File: src/rtl/prog_mem.sv
// prog_mem: synchronous program RAM with a reset/reinit-triggered init sequencer
// that fills it with zeros or the CDEC demo program before accepting CPU accesses.
module prog_mem #(
   parameter int ADRS_W    = 8,
   parameter int DATA_W    = 8,
   parameter int DEPTH     = 256,
   parameter int INIT_MODE = 1
) (
   input  logic              clock,
   input  logic              reset_n,
   input  logic [ADRS_W-1:0] adrs,
   input  logic [DATA_W-1:0] data,
   input  logic              wr_en,
   input  logic              reinit,
   output logic [DATA_W-1:0] q,
   output logic              ready
);
   localparam int PTR_W = DEPTH > 1 ? $clog2(DEPTH) : 1;
   localparam logic [ADRS_W:0] DEPTH_L = (ADRS_W + 1)'(DEPTH);

   typedef enum logic {INIT, READY} state_t;

   state_t             state;
   logic [PTR_W-1:0]   init_ptr;
   logic [DATA_W-1:0]  mem [DEPTH];
   logic               in_range;

   function automatic logic [DATA_W-1:0] init_word(input logic [PTR_W-1:0] a);
      logic [7:0] b;
      case (32'(a))
         0:       b = 8'h81;
         1:       b = 8'h07;
         2:       b = 8'h06;
         3:       b = 8'h22;
         4:       b = 8'h41;
         5:       b = 8'hC0;
         6:       b = 8'h05;
         7:       b = 8'h03;
         default: b = 8'h00;
      endcase
      return INIT_MODE == 1 ? DATA_W'(b) : '0;
   endfunction

   assign in_range = {1'b0, adrs} < DEPTH_L;

   // The array has no reset; the init sequence overwrites every word instead.
   always_ff @(posedge clock)
      if (state == INIT) mem[init_ptr] <= init_word(init_ptr);
      else if (wr_en && !reinit && in_range) mem[adrs] <= data;

   always_ff @(posedge clock or negedge reset_n)
      if (!reset_n) begin
         state    <= INIT;
         init_ptr <= '0;
         q        <= '0;
         ready    <= 1'b0;
      end else if (state == INIT) begin
         q        <= '0;
         init_ptr <= init_ptr + 1'b1;
         if (init_ptr == PTR_W'(DEPTH - 1)) begin
            state    <= READY;
            ready    <= 1'b1;
            init_ptr <= '0;
         end
      end else if (reinit) begin
         state    <= INIT;
         init_ptr <= '0;
         ready    <= 1'b0;
         q        <= '0;
      end else begin
         q <= !in_range ? '0 : wr_en ? data : mem[adrs];
      end
endmodule

File: config.mk
export PLATFORM = sky130hd
export DESIGN_NAME = prog_mem
export DESIGN_NICKNAME = d
export VERILOG_FILES = /design/src/rtl/prog_mem.sv
export SDC_FILE = /design/constraint.sdc
export NUM_CORES = 2
export LEC_CHECK = 0
export ABC_AREA = 1
export BUFFER_PORTS_ARGS = -buffer_cell sky130_fd_sc_hd__buf_4
export CORE_MARGIN = 4
export CORE_UTILIZATION = 28
export CTS_BUF_LIST = sky130_fd_sc_hd__clkbuf_2
export DETAILED_ROUTE_END_ITERATION = 7
export SETUP_SLACK_MARGIN = 0.5
export SYNTH_ARGS = -nofsm -noshare
export SYNTH_HDL_FRONTEND = slang
export SYNTH_SLANG_ARGS = --single-unit
File: constraint.sdc
create_clock -name clock -period 17.88 [get_ports clock]
set_clock_uncertainty 0.2 [all_clocks]
set_input_delay 3.576 -clock clock [delete_from_list [all_inputs] [get_ports clock]]
set_output_delay 3.576 -clock clock [all_outputs]
set_load 0.02 [all_outputs]
Word level (Yosys, flattened, before mapping). Memory sizes are Yosys's and may differ from the RTL's. Cells that the tools add are included.

Register bits after elaboration: 18. Bits in writable memories: 2048. ROM bits: 48. Input bits: 20. Output and inout port bits: 9. Logic and storage cells: 36. Memories kept: 2.

Memories: mem (depth 256, width 8, read ports 1, clocked after memory_dff 0, write ports 1, line 25) `logic [DATA_W-1:0] mem [DEPTH];`; (name not given) (depth 8, width 6, read ports 1, clocked after memory_dff 0, write ports 0, line 30) `case (32'(a))`.

Add/sub/neg operators: 1. Equal/unequal tests: 2. Multiplexer cells: 21. Reduce and logical (&&, ||, !) cells: 6.

Operators by type and width (number): $mux W8 (10); $mux W1 (11); $add A8 B1 Y8 const B (1); $eq A8 B8 Y1 const B (1); $reduce_or A8 Y1 (1); $logic_not A5 Y1 (1); $ne A2 B2 Y1 const B (1); $reduce_and A2 Y1 (1); $reduce_bool A2 Y1 (1); $logic_and A1 B1 Y1 (1); $logic_not A1 Y1 (1).

Logic depth before layout (Yosys ltp).
Depth in word-level cells: 7. Depth in mapped cells: 17. Mapped depth without buffers: 13.

Worst setup path before layout. No wires, ideal clock.

Kind: input to register. Start: input reinit. End: memory mem[0][6] (data pin). Library setup time: 2.235 ns. Arrival: 14.358 ns. Path slack: 1.087 ns. Stages: 6. Buffers on the path: 0. Path through: nor2_4 inv_2 nor2_8 inv_2 nand2_1 o31ai_1.

Cells in the longest elaborated chain, start to end: 7.

Ends and longest elaborated chain: from (decl) (line 14) `input logic reinit,`; $logic_not A1 Y1 (line 49) `else if (wr_en && !reinit && in_range) mem[adrs] <= data;`; $logic_and A1 B1 Y1 (line 49); $mux W1 (line 49); $mux W1 (line 48) `if (state == INIT) mem[init_ptr] <= init_word(init_ptr);`; $mux W1 (not written as such) (line 49); $reduce_or A8 Y1 (no source line); $mux W8 (no source line); to (decl) (line 25).

Every way passes these cells.

Worst setup path in the final report.
Start: input adrs[0]. End: register q[3].

Cells in the longest elaborated chain, start to end: 4.

Ends and longest elaborated chain: from (decl) (line 11) `input logic [ADRS_W-1:0] adrs,`; $mem_v2 Z256 W8; $mux W8 (line 71) `q <= !in_range ? '0 : wr_en ? data : mem[adrs];`; $mux W8 (line 65) `end else if (reinit) begin`; $mux W8 (line 57) `end else if (state == INIT) begin`; to (signal assigned) (line 71); to (decl) (line 15) `output logic [DATA_W-1:0] q,`.

Every way passes these cells. A chain may end at the register's enable or synchronous reset.

==> run summary <==
Yosys mapped a number of flops with a built-in enable equal to 2048. The tree built by TritonCTS fans out to 2066 sinks. The completed layout was analyzed and its total power is 9640 uW. The flip-flop and latch count after synthesis is 2066, and the effective utilization at floorplan is 28.2%. The vertical extent of the die is 556 microns. met2 is the most crowded layer. The run gives 29 as the top-level I/O count. After floorplanning, the core was sized to cover 0.298 sq mm. TritonCTS built the clock tree. After synthesis, the mean cell area works out to 11.7 sq um. The maximum number of pins on one net before global-route repair was 212; the required time of the critical path was 19520 ps.

The post-route clock period utilization is 39.5%. The number of remaining DRC errors is 0, and the count of max-cap constraint violations is 0. After clock tree synthesis, the clock-pin slew on the worst setup and hold paths is 100 ps. The run gives 200 as the row count. The run finished with clean final reports. Once detail routing completed, the nets flagged for antenna violations numbered 0.

Cells with a size suffix above 1 make up 11.3% of the layout. Counting every net in the synthesized netlist gives 7230. The proportion of register bits with asynchronous set or reset after synthesis works out to 0.871%. For the pin with the worst max-slew slack, the measured transition is 1490 ps.

The critical path contains buffers and inverters numbering 4 combined. The logs give 28 for the count of cell types in the netlist and 6160 for the violation count after the first detailed-route iteration. The analysis attributes to cell leakage a power of 0.0330 uW. Measured against its own limit, the worst slew margin works out to 0.722%. Endpoint type of the worst setup path: a flop. For the initial antenna violation count, the log shows 9. The clock period could shrink to 7070 ps. The number of clock buffers added by TritonCTS is 485. The cell area that synthesis handed to floorplanning was 0.0840 sq mm. The area growth from synthesis to final layout is 9.91%. The critical path is of the primary input to flop type. For the final number of max-transition violations, the log shows 0.

After detailed routing, the average wire length per cell comes to 20.7 microns. Setup violations remaining at the end of the flow were counted as 0. The logs give 0.309 sq mm for the overall die area and 1920 ps for the clock insertion delay at the later pin of the skew report. The tightest min-delay check is of the flop to flop type. The count of vias placed by the detailed router was 57.2k. From left edge to right edge, the die measures 556 microns. Summed over all nets, the half-perimeter wirelength after detailed placement is 131000 microns. During placement, the flow inserted port buffers numbering 28. The run gives 0 as the final global-route overflow total. Broken down by cell family, the worst path's largest delay share belongs to buffers and inverters. Hold repair after CTS inserted 0 buffers. In this run, post-CTS repair resized a total of 0 instances.

For the cell count after synthesis, the log shows 7203. Last weighted congestion value of the routability-driven placer: 0.866. Slowest stage cell on the critical path: buf_4.

Yosys printed 0 warnings. The number of hold violations in the final report was 0; the post-CTS setup repair buffer count was 0. Highest clock rate: 0.142 GHz.

Once placement finished, the instance area stood at 0.0880 sq mm. The largest stage delay on the critical path is 1030 ps. The final layout contains 7332 nets. The filler cell count in the final layout is 30.2k, and the first-pass iteration count of the detailed router is 6.

The met3 track demand over resource in global routing is 3.15%. Setup repair after global routing left no endpoint under its margin. At the worst endpoint, the arrival time is 8700 ps. The worst-case IR drop observed on VDD is 0.0633 mV. The tools report the portion of the post-synthesis area used by sequential elements as 73.8%.

The maximum level of the CTS H-tree is 5. The worst setup path is launched from a primary input. For the via count of the first global-routing pass, the log shows 55.7k.

The logs give 24.7% for the global-route track usage on met2 and 4 for the worst-case clock buffer depth. The aggregate routed wire length was 240000 microns. Dividing total power by cell area gives a power density of 104 mW/mm^2. Summing all multi-input logic gate instances after layout gives 0.0200 sq mm. Global routing usage on met1: 19.2%. The most common flop cell mapped by yosys was edfxtp_1.

The tree is rooted in a clkbuf_2. The first-pass GRT wire length came out at 357000 microns. The top fanout value on the critical path was 194.

The ratio of routed vias to standard cells works out to 4.92. For the aggregate negative setup slack, the log shows 0 ps. The summed area of non-filler cells in the final layout was 0.0923 sq mm.

Traced cell by cell, the critical path runs through buf_8 > inv_8 > buf_4 > buf_4 > nand2_1 > nand3_1 > nand3_1 > nand3_1 > nand3_1 > nand2_1 > nand2_1 > nand2_1 > nand2_1 > nand3_1 > nand3_1 > nand2_1. Global routing used 15.1% of the available tracks across all layers. The sequential cells in the finished layout cover a total of 0.0619 sq mm.
==> routing by layer <==
| layer | up-vias | part of all wire [%] |
|---|---|---|
| met4 | 4 | 4.1 |
| met3 | 520 | 8.3 |
| li1 | 26000 | - |
| met5 | - | 0.012 |
| met1 | 27900 | 40 |
| met2 | 2775 | 48 |
==> through the flow <==
step	hold WS, ps	worst slack [ps]	instances	util, %
after floorplan	340	1090	7203	-
after global placement	365	9000	10800	29.6
after detailed placement	376	9000	10800	29.6
after CTS	391	11170	11600	31.0
after global routing	435	10800	11600	31.0
final	420	10810	11600	31.0
==> registers in the layout, summed over array words and instances, names as in the netlist <==
signal,cells
init_ptr,8
mem,2048
q,8
ready,1
state,1
==> worst reg2reg max path, delay by kind of cell, from the launching register on <==
kind	cells	cell delay [ps]
AO/OA/AOI/OAI	1	980
buffers and inverters	7	1410
flip-flops	1	530
AND/OR/NAND/NOR	6	1990
==> final timing paths <==
check | from | endpoint | slack, ps | depth (start not counted)
min | init_ptr[0] | init_ptr[0] | 420 | 1
max | adrs[0] | q[3] | 10810 | 16
max reg2reg | state | mem[142][0] | 12400 | 14
min in group asynchronous | reset_n | ready | 1330 | 1
max in group asynchronous | reset_n | q[0] | 15830 | 1
min reg2reg | init_ptr[0] | init_ptr[0] | 420 | 1
==> power breakdown <==
group	internal [uW]	switching (uW)
Clock	1120	1850
Combinational	198	938
Sequential	5510	30.6
Total	6820	2820
==> cell families after synthesis <==
family                   share of synthesized area, %
AO/OA/AOI/OAI                                   0.207
buffers and inverters                            2.54
XOR/XNOR                                       0.0209
flip-flops                                       73.8
adder cells (fa/ha/maj)                         0.104
AND/OR/NAND/NOR                                  23.3
multiplexers                                   0.0119
==> cell usage after synthesis (2+ instances only) <==
master	instances	area share, %
inv_2	9	0.040
nand3_2	3	0.036
buf_1	90	0.40
clkinv_1	2	0.0089
ha_1	7	0.10
o21ai_0	12	0.072
nor2_2	6	0.045
inv_1	49	0.22
xor2_1	2	0.021
nand4_1	2	0.015
buf_2	66	0.39
o31ai_1	4	0.036
clkbuf_1	328	1.5
edfxtp_1	2048	73
o21ai_2	3	0.031
nand3_1	1948	12
nand2_1	2303	10
nor3_1	5	0.030
nor2_1	283	1.3
dfrtp_1	18	0.54
o21ai_1	3	0.018
o22ai_1	6	0.045
==> cell usage in the layout, fill, tap and decap left out, drive strengths merged, types with 22 or more instances in the layout <==
cell type and n:
buf 100, clkbuf 700, clkinv 136, diode 22, edfxtp 2048, inv 67
nand2 2303, nand3 1951, nor2 291
==> layout make-up <==
type / count / share of cell area [%]
Clock inverter: 149 / 0.771
Timing Repair Buffer: 100 / 0.987
Tap cell: 3939 / 5.34
Inverter: 60 / 0.287
Clock buffer: 700 / 3.80
Antenna cell: 22 / 0.0596
Sequential cell: 2066 / 67.1
Multi-Input combinational cell: 4592 / 21.6
No activity file was read; power rests on OpenSTA's default activity.
